### config.mk
export PLATFORM = sky130hd
export DESIGN_NAME = uart_wbs
export DESIGN_NICKNAME = d
export VERILOG_FILES = /design/src/rtl/uart_pkg.sv /design/src/rtl/uart_rx.sv /design/src/rtl/uart_wbs.sv
export SDC_FILE = /design/constraint.sdc
export NUM_CORES = 1
export LEC_CHECK = 0
export CAP_MARGIN = 20
export CORE_MARGIN = 4
export CORE_UTILIZATION = 51
export DETAILED_ROUTE_END_ITERATION = 7
export PLACE_DENSITY_LB_ADDON = 0.05
export SYNTH_ARGS = -nofsm -noshare
export SYNTH_HDL_FRONTEND = slang
export SYNTH_HIERARCHICAL = 1
export SYNTH_SLANG_ARGS = --single-unit
### constraint.sdc
create_clock -name clk -period 3.6 [get_ports clk]
set_input_delay 0.9 -clock clk [delete_from_list [all_inputs] [get_ports clk]]
set_output_delay 0.9 -clock clk [all_outputs]
set_load 0.01 [all_outputs]
### src/rtl/uart_pkg.sv
// ------------------------------------------------------------------
// uart_pkg: register map, status bits and shared FSM state type
// Revision: 1.0
// ------------------------------------------------------------------
`default_nettype none

package uart_pkg;

  localparam logic [3:0] REG_TXDATA = 4'h0;
  localparam logic [3:0] REG_RXDATA = 4'h4;
  localparam logic [3:0] REG_STATUS = 4'h8;
  localparam logic [3:0] REG_BAUD   = 4'hC;

  localparam int STAT_TX_READY  = 0;
  localparam int STAT_RX_VALID  = 1;
  localparam int STAT_OVERRUN   = 2;
  localparam int STAT_FRAME_ERR = 3;

  localparam logic [15:0] BAUD_MIN = 16'd4;

  typedef enum logic [1:0] {
    ST_IDLE  = 2'd0,
    ST_START = 2'd1,
    ST_DATA  = 2'd2,
    ST_STOP  = 2'd3
  } uart_state_t;

  function automatic logic [15:0] clamp_baud(input logic [15:0] v);
    return (v < BAUD_MIN) ? BAUD_MIN : v;
  endfunction

endpackage

`default_nettype wire

### src/rtl/uart_rx.sv
// ------------------------------------------------------------------
// uart_rx: synchronised 8N1 receiver, one-cycle valid/frame-error pulses
// Revision: 1.0
// ------------------------------------------------------------------
`default_nettype none

module uart_rx
  import uart_pkg::*;
(
  input  logic        clk,
  input  logic        rst,
  input  logic [15:0] baud,
  input  logic        rx,
  output logic [7:0]  data,
  output logic        valid,
  output logic        frame_err
);

  logic [1:0]  sync;
  logic        rx_s;
  logic        rx_prev;
  uart_state_t state;
  logic [15:0] cnt;
  logic [15:0] len;
  logic [2:0]  bit_idx;
  logic [7:0]  shift;

  assign rx_s = sync[1];

  // Bit length is latched at every bit boundary so a BAUD change lands cleanly.
  always_ff @(posedge clk or posedge rst) begin
    if (rst) begin
      sync      <= 2'b11;
      rx_prev   <= 1'b1;
      state     <= ST_IDLE;
      cnt       <= 16'd0;
      len       <= 16'd0;
      bit_idx   <= 3'd0;
      shift     <= 8'd0;
      data      <= 8'd0;
      valid     <= 1'b0;
      frame_err <= 1'b0;
    end else begin
      sync      <= {sync[0], rx};
      rx_prev   <= rx_s;
      valid     <= 1'b0;
      frame_err <= 1'b0;
      case (state)
        ST_IDLE: begin
          if (rx_prev && !rx_s) begin
            state <= ST_START;
            cnt   <= 16'd0;
            len   <= baud;
          end
        end
        ST_START: begin
          if (cnt == (len >> 1) - 16'd1) begin
            cnt     <= 16'd0;
            len     <= baud;
            bit_idx <= 3'd0;
            state   <= rx_s ? ST_IDLE : ST_DATA;
          end else begin
            cnt <= cnt + 16'd1;
          end
        end
        ST_DATA: begin
          if (cnt == len - 16'd1) begin
            cnt   <= 16'd0;
            len   <= baud;
            shift <= {rx_s, shift[7:1]};
            if (bit_idx == 3'd7) begin
              state <= ST_STOP;
            end else begin
              bit_idx <= bit_idx + 3'd1;
            end
          end else begin
            cnt <= cnt + 16'd1;
          end
        end
        ST_STOP: begin
          if (cnt == len - 16'd1) begin
            cnt   <= 16'd0;
            state <= ST_IDLE;
            if (rx_s) begin
              data  <= shift;
              valid <= 1'b1;
            end else begin
              frame_err <= 1'b1;
            end
          end else begin
            cnt <= cnt + 16'd1;
          end
        end
      endcase
    end
  end

endmodule

`default_nettype wire

### src/rtl/uart_wbs.sv
// ------------------------------------------------------------------
// uart_wbs: Wishbone classic slave UART (8N1 TX/RX, programmable baud)
// Revision: 1.0
// ------------------------------------------------------------------
`default_nettype none

module uart_wbs
  import uart_pkg::*;
#(
  parameter int WISHBONE_ADDR_WIDTH = 32,
  parameter int WISHBONE_BUS_WIDTH  = 32,
  parameter int CLKS_PER_BIT        = 868
) (
  input  logic                            clk,
  input  logic                            rst,
  input  logic                            wbs_cyc,
  input  logic                            wbs_stb,
  input  logic [WISHBONE_ADDR_WIDTH-1:0]  wbs_adr,
  input  logic                            wbs_we,
  input  logic [WISHBONE_BUS_WIDTH-1:0]   wbs_dat_i,
  input  logic [WISHBONE_BUS_WIDTH/8-1:0] wbs_sel,
  output logic [WISHBONE_BUS_WIDTH-1:0]   wbs_dat_o,
  output logic                            wbs_ack,
  output logic                            wbs_err,
  output logic                            uart_tx,
  input  logic                            uart_rx
);

  localparam int SEL_W = WISHBONE_BUS_WIDTH / 8;

  logic        req;
  logic [3:0]  off;
  logic        bad_adr;
  logic        acc_err;
  logic        do_write;
  logic        do_read;
  logic        tx_ready;
  logic        tx_load;
  logic        rd_rx;
  logic        w1c;
  logic        baud_we;
  logic [15:0] baud;
  logic [15:0] baud_wr;
  logic [7:0]  rx_data;
  logic        rx_valid;
  logic        overrun;
  logic        frame_err;
  logic [7:0]  rx_byte;
  logic        rx_done;
  logic        rx_ferr;
  logic [WISHBONE_BUS_WIDTH-1:0] rd_word;

  uart_state_t tx_state;
  logic [15:0] tx_cnt;
  logic [15:0] tx_len;
  logic [2:0]  tx_bit;
  logic [7:0]  tx_hold;
  logic [7:0]  tx_shift;
  logic        tx_full;

  logic unused;
  assign unused = ^{wbs_adr[WISHBONE_ADDR_WIDTH-1:16],
                    wbs_dat_i[WISHBONE_BUS_WIDTH-1:16],
                    wbs_sel[SEL_W-1:2]};

  assign req      = wbs_cyc & wbs_stb & ~wbs_ack & ~wbs_err;
  assign off      = wbs_adr[3:0];
  assign bad_adr  = (wbs_adr[1:0] != 2'b00) || (wbs_adr[15:4] != 12'h000);
  assign tx_ready = (tx_state == ST_IDLE) && !tx_full;

  always_comb begin
    acc_err = bad_adr;
    if (!bad_adr) begin
      case (off)
        REG_TXDATA: acc_err = !wbs_we || !tx_ready;
        REG_RXDATA: acc_err = wbs_we;
        default:    acc_err = 1'b0;
      endcase
    end
  end

  assign do_write = req & wbs_we & ~acc_err;
  assign do_read  = req & ~wbs_we & ~acc_err;
  assign tx_load  = do_write && (off == REG_TXDATA) && wbs_sel[0];
  assign rd_rx    = do_read && (off == REG_RXDATA);
  assign w1c      = do_write && (off == REG_STATUS) && wbs_sel[0];
  assign baud_we  = do_write && (off == REG_BAUD) && (wbs_sel[0] || wbs_sel[1]);

  always_comb begin
    baud_wr = baud;
    if (wbs_sel[0]) baud_wr[7:0]  = wbs_dat_i[7:0];
    if (wbs_sel[1]) baud_wr[15:8] = wbs_dat_i[15:8];
    baud_wr = clamp_baud(baud_wr);
  end

  always_comb begin
    rd_word = '0;
    case (off)
      REG_RXDATA: rd_word[7:0] = rx_data;
      REG_STATUS: begin
        rd_word[STAT_TX_READY]  = tx_ready;
        rd_word[STAT_RX_VALID]  = rx_valid;
        rd_word[STAT_OVERRUN]   = overrun;
        rd_word[STAT_FRAME_ERR] = frame_err;
      end
      REG_BAUD:   rd_word[15:0] = baud;
      default:    rd_word = '0;
    endcase
  end

  always_ff @(posedge clk or posedge rst) begin
    if (rst) begin
      wbs_ack   <= 1'b0;
      wbs_err   <= 1'b0;
      wbs_dat_o <= '0;
    end else begin
      wbs_ack   <= req & ~acc_err;
      wbs_err   <= req & acc_err;
      wbs_dat_o <= do_read ? rd_word : '0;
    end
  end

  // A byte completing on the same edge as an RXDATA read replaces, not overruns.
  always_ff @(posedge clk or posedge rst) begin
    if (rst) begin
      baud      <= 16'(CLKS_PER_BIT);
      rx_data   <= 8'd0;
      rx_valid  <= 1'b0;
      overrun   <= 1'b0;
      frame_err <= 1'b0;
    end else begin
      if (baud_we) baud <= baud_wr;
      if (rx_done && (!rx_valid || rd_rx)) begin
        rx_data  <= rx_byte;
        rx_valid <= 1'b1;
      end else if (rd_rx) begin
        rx_valid <= 1'b0;
      end
      if (rx_done && rx_valid && !rd_rx)
        overrun <= 1'b1;
      else if (w1c && wbs_dat_i[STAT_OVERRUN])
        overrun <= 1'b0;
      if (rx_ferr)
        frame_err <= 1'b1;
      else if (w1c && wbs_dat_i[STAT_FRAME_ERR])
        frame_err <= 1'b0;
    end
  end

  always_ff @(posedge clk or posedge rst) begin
    if (rst) begin
      tx_state <= ST_IDLE;
      tx_cnt   <= 16'd0;
      tx_len   <= 16'd0;
      tx_bit   <= 3'd0;
      tx_hold  <= 8'd0;
      tx_shift <= 8'd0;
      tx_full  <= 1'b0;
      uart_tx  <= 1'b1;
    end else begin
      case (tx_state)
        ST_IDLE: begin
          uart_tx <= 1'b1;
          if (tx_load) begin
            tx_hold <= wbs_dat_i[7:0];
            tx_full <= 1'b1;
          end else if (tx_full) begin
            tx_full  <= 1'b0;
            tx_shift <= tx_hold;
            tx_cnt   <= 16'd0;
            tx_len   <= baud;
            tx_state <= ST_START;
            uart_tx  <= 1'b0;
          end
        end
        ST_START: begin
          if (tx_cnt == tx_len - 16'd1) begin
            tx_cnt   <= 16'd0;
            tx_len   <= baud;
            tx_bit   <= 3'd0;
            tx_state <= ST_DATA;
            uart_tx  <= tx_shift[0];
          end else begin
            tx_cnt <= tx_cnt + 16'd1;
          end
        end
        ST_DATA: begin
          if (tx_cnt == tx_len - 16'd1) begin
            tx_cnt <= 16'd0;
            tx_len <= baud;
            if (tx_bit == 3'd7) begin
              tx_state <= ST_STOP;
              uart_tx  <= 1'b1;
            end else begin
              tx_shift <= tx_shift >> 1;
              uart_tx  <= tx_shift[1];
              tx_bit   <= tx_bit + 3'd1;
            end
          end else begin
            tx_cnt <= tx_cnt + 16'd1;
          end
        end
        ST_STOP: begin
          if (tx_cnt == tx_len - 16'd1) begin
            tx_cnt   <= 16'd0;
            tx_state <= ST_IDLE;
          end else begin
            tx_cnt <= tx_cnt + 16'd1;
          end
        end
      endcase
    end
  end

  uart_rx u_rx (
    .clk       (clk),
    .rst       (rst),
    .baud      (baud),
    .rx        (uart_rx),
    .data      (rx_byte),
    .valid     (rx_done),
    .frame_err (rx_ferr)
  );

endmodule

`default_nettype wire

# Word level (Yosys, flattened, before mapping)
# Index checks and enable logic that the tools add are counted.
# totals
regBits	158
in_bits	74
out_inout_bits	35
elab_cells	199
# classes
n_addsub	7
n_lt_le_gt_ge	1
eq_ne	28
mux	71
n_bitwise	13
n_reduce_logical	53
# ops
operator	n
2-to-1 mux 16 bit	14
case mux 16 bit (3 select lines)	2
case mux 16 bit (2 select lines)	2
2-to-1 mux 8 bit	7
equality test 16 bit	3
adder 16 x 1 -> 16 bit (second input constant)	2
subtractor 16 x 1 -> 16 bit (second input constant)	2
2-to-1 mux 2 bit	12
2-to-1 mux 1 bit	19
2-to-1 mux 3 bit	6
less-than comparator 16 x 3 -> 1 bit (second input constant)	1
inequality test 2 bit (second input constant)	8
case mux 2 bit (4 select lines)	2
case mux 8 bit (2 select lines)	1
AND reduction 4 bit	4
nonzero test 2 bit	8
subtractor 15 x 1 -> 16 bit (second input constant)	1
logical AND 1 bit	14
inequality test 2 x 1 -> 1 bit (second input constant)	6
case mux 3 bit (2 select lines)	2
case mux 4 bit (3 select lines)	1
nonzero test 12 bit	1
AND reduction 5 bit	2
AND 1 bit	9
20 further kinds	44

# Depth between registers and ports, before layout
# depth
depth_word	13
mapped_depth	13
depth_no_buf	10

# Hierarchy
# Netlist, hierarchy kept.
# modules_own_cells
mod	n_inst	cells_each	area_each_um2
uart_wbs	1	493	5283.8
uart_rx	1	342	3595.9

# Worst setup path after synthesis
# Ideal clock, no wire load.
# synth_path
kind	input -> register
startpoint	input wbs_adr[4]
endpoint	register rx_data[0]
setup_ns	0.125
arrival_ns	3.097
setup_slack_ns	0.378
path_stages	10
cell_sequence	or4_4 -> a2111oi_2 -> and4_1 -> buf_4 -> nand2b_4 -> or2_1 -> buf_6 -> o21ai_4 -> nand2_4 -> mux2_4
# synth_via
elab_chain_cells	8
# synth_lines
item	line	text
from (decl)	uart_wbs.sv:18	input logic [WISHBONE_ADDR_WIDTH-1:0] wbs_adr,
nonzero test 12 bit	uart_wbs.sv:68	assign bad_adr = (wbs_adr[1:0] != 2'b00) || (wbs_adr[15:4] != 12'h000);
logical OR 1 bit	uart_wbs.sv:68	
2-to-1 mux 1 bit	uart_wbs.sv:73	if (!bad_adr) begin
NOT 1 bit	uart_wbs.sv:83	assign do_read = req & ~wbs_we & ~acc_err;
AND 1 bit	uart_wbs.sv:83	
logical AND 1 bit	uart_wbs.sv:85	assign rd_rx = do_read && (off == REG_RXDATA);
logical OR 1 bit	uart_wbs.sv:133	if (rx_done && (!rx_valid || rd_rx)) begin
logical AND 1 bit	uart_wbs.sv:133	
to (signal assigned)	uart_wbs.sv:134	rx_data <= rx_byte;
to (decl)	uart_wbs.sv:44	logic [7:0] rx_data;
# Every way passes these cells.
# A chain may end at the register's enable or synchronous reset.

# Worst setup path in the final report
# layout_path
startpoint	register tx_len[5]
endpoint	register tx_len[11]
# layout_via
elab_chain_cells	4
# layout_lines
item	line	text
from (decl)	uart_wbs.sv:55	logic [15:0] tx_len;
from (signal assigned)	uart_wbs.sv:171	tx_len <= baud;
from (signal assigned)	uart_wbs.sv:179	tx_len <= baud;
from (signal assigned)	uart_wbs.sv:190	tx_len <= baud;
subtractor 16 x 1 -> 16 bit	uart_wbs.sv:177, uart_wbs.sv:188	
equality test 16 bit	uart_wbs.sv:177, uart_wbs.sv:188	
inequality test 2 x 1 -> 1 bit (no source line)	n/a	
AND reduction 4 bit (no source line)	n/a	
# Every way passes these cells.

==> out/results.ini <==
[min_path]
holdPathStages=0
min_path_type=register to register
hold_end=u_rx/sync[1]
hp-start=u_rx/sync[0]

[detailed_routing]
dr.pass1.iters=5
first_iter_violations=376
routedWlPerCell_um=17.4
drt-total-wl_um=19800
drc=0
ant_nets=0
avgViaCountPerCell=5.68
num_vias=6450

[critical_path]
path_cells=nor4_2 -> nand3_1 -> or4_1 -> xnor2_1 -> nor4b_4 -> nand3_2 -> a21oi_4 -> mux2_2
reg2reg_to=tx_len[11]
worst-path-buf-inv=0
critPathKind=register to register
critPathMaxFanout=16
path_delay_family=simple AND/OR/NAND/NOR gates
max_stage_delay_ns=0.53
r2r_cells=8
arrival_ns=3.59
crit_path_end_kind=register
slowest_stage=a21oi_4
timing.rr.start=tx_len[5]
start_kind=register
required_ns=3.91
r2r_slack_ns=0.32

[sta]
fin_ws_ns=0.322
fmaxAchievable_mhz=305
hold_viol=0
setup_viol=0
rsz0062_at_grt=no
min_period_ns=3.28
skew_ns=0.00865
final-max-slew-violation-count=0
timing_worst_slew_pin_value_ns=0.880
relSlewSlack_pct=40.9
timing.final.crit_share_pct=91.0

[placed_design]
pre_cts_ws_ns=-0.0743
io_buffers=58
place_congestion=0.895
dp.cells=1102
dpl.hpwl_um=14800

[global_route]
grt_max_degree=58
grt-ovfl-total=0
grt_pass1_wl_um=32900
grt_pass1_vias=6473
globalRouteTotalUtil_pct=20.7
antenna_found_initial=1

[clock_network]
clkLatencyLatePin_ns=0.43
htree_levels=4
clk_pin_slew_ns=0.07
cts_sinks=158
cts_buffer_depth=2
root_buffer=clkbuf_16
numCtsBuffers=17
cts_tree=built

[yosys]
netlist_top_cells_count=149 x dfrtp_1, 57 x nor2_1, 49 x nand2_1
synth_area_leaders=dfrtp_1 42%, mux2_1 4.2%, mux2_2 3.8%, xor2_1 3.7%, xnor2_1 3.6%
synth_top_area_share_pct=42.0
synth_top_area_cell=dfrtp_1
netlist_area_um2=8880
ys.flop_type=dfrtp_1
syn_area_per_cell_um2=10.6
ys_seq_area_share_pct=44.7
synthCells=835
post-synth-top-count-cell=dfrtp_1
async_flop_share_pct=100
ys_types=82
synth_warnings=6
ys_ff_latch=158
synth_edf_count=0

[floorplan]
start_util_pct=52.8
num_rows=47
ios=109
die_w_um=140
die_area_um2=19600
design.core.area_um2=16800
fp.dieH_um=140

[layout]
drive_gt1_share_pct=16.6
area_delta_synth_final_pct=16.0
final_core_util_pct=61.2
nets=991
final_cells=1136
antenna_cells=0
fillers=1368

[power]
powerDensity_nw_per_um2=530
total_power_uw=5460
leakage_uw=0.00488
peakVddDrop_uv=379

[run_status]
run_status=finished, final reports clean

[flow_run]
drv_cap=0

[timing repair]
action,4_1_cts,5_1_grt
endpoints found under the setup margin,0,16
buffers inserted,0,1
gates resized for setup,0,0
hold buffers,0,0
[state kept, by name (all words and copies together) (netlist names), 2 cells and up, named ones only]
signal and count:
baud 16, rx_data 8, tx_bit 3, tx_cnt 16, tx_hold 8, tx_len 16
tx_shift 8, tx_state 2, u_rx/bit_idx 3, u_rx/cnt 16, u_rx/data 8, u_rx/len 16
u_rx/shift 8, u_rx/sync 2, wbs_dat_o 16
[layout make-up]
cell class | instances | area, um2 | area share, %
clock buffer | 17 | 425 | 4.13
clock inverter | 15 | 150 | 1.46
inverter | 35 | 134 | 1.30
multi-input combinational | 603 | 4530 | 44.0
sequential | 158 | 3970 | 38.5
tap | 220 | 275 | 2.67
timing repair buffer | 88 | 818 | 7.94
[layout by cell type, fill, tap and decap left out, types with 19 or more instances in the layout]
cell type	count
dfrtp_1	149
clkdlybuf4s50_1	58
nor2_1	57
nand2_1	49
xor2_1	38
xnor2_1	37
mux2_1	33
inv_1	31
mux2_2	30
buf_4	29
nor4_1	21
and3_1	19
[layer usage]
layer / vias to the layer above / global-route usage (%) / share of wire (%)
li1: 3106 / - / -
met1: 3152 / 29.0 / 47
met4: 2 / 5.15 / 0.82
met3: 17 / 5.21 / 5.6
met2: 173 / 32.5 / 46
met5: - / 0 / 0.066
[power breakdown]
part / switching (uW) / internal (uW) / leakage, uW
Clock: 793 / 976 / 0.000276
Sequential: 180 / 1940 / 0.00212
Combinational: 908 / 660 / 0.00248
[how the worst max path moves through the flow]
stage,end,cells past startpoint,slack [ns],startpoint
after floorplan,baud[0],1,0.09,rst
after global placement,rx_data[5],9,-0.05,wbs_adr[4]
after detailed placement,rx_data[6],9,-0.07,wbs_adr[4]
after CTS,u_rx/len[12],10,0.14,u_rx/len[1]
after global routing,u_rx/bit_idx[2],11,0.15,u_rx/len[1]
final,tx_len[11],8,0.32,tx_len[5]
[cells by family after synthesis]
family / Yosys count / synth area share, %
multiplexers: 95 / 12.6
flip-flops: 158 / 44.7
AO/OA/AOI/OAI: 123 / 9.92
buffers and inverters: 89 / 4.95
AND/OR/NAND/NOR: 280 / 18.5
XOR/XNOR: 75 / 7.40
adder cells (fa/ha/maj): 14 / 1.97
other: 1 / 0.0422
[per-stage QoR]
step	area (um2)	TNS [ns]	hold slack [ns]
after floorplan	8940	0	0.345
after CTS	10300	0	0.362
after global routing	10300	0	0.375
after global placement	9700	-0.485	0.345
after detailed placement	9700	-0.918	0.347
final	10300	0	0.365
Note: power is estimated with default switching activity, not from simulation.
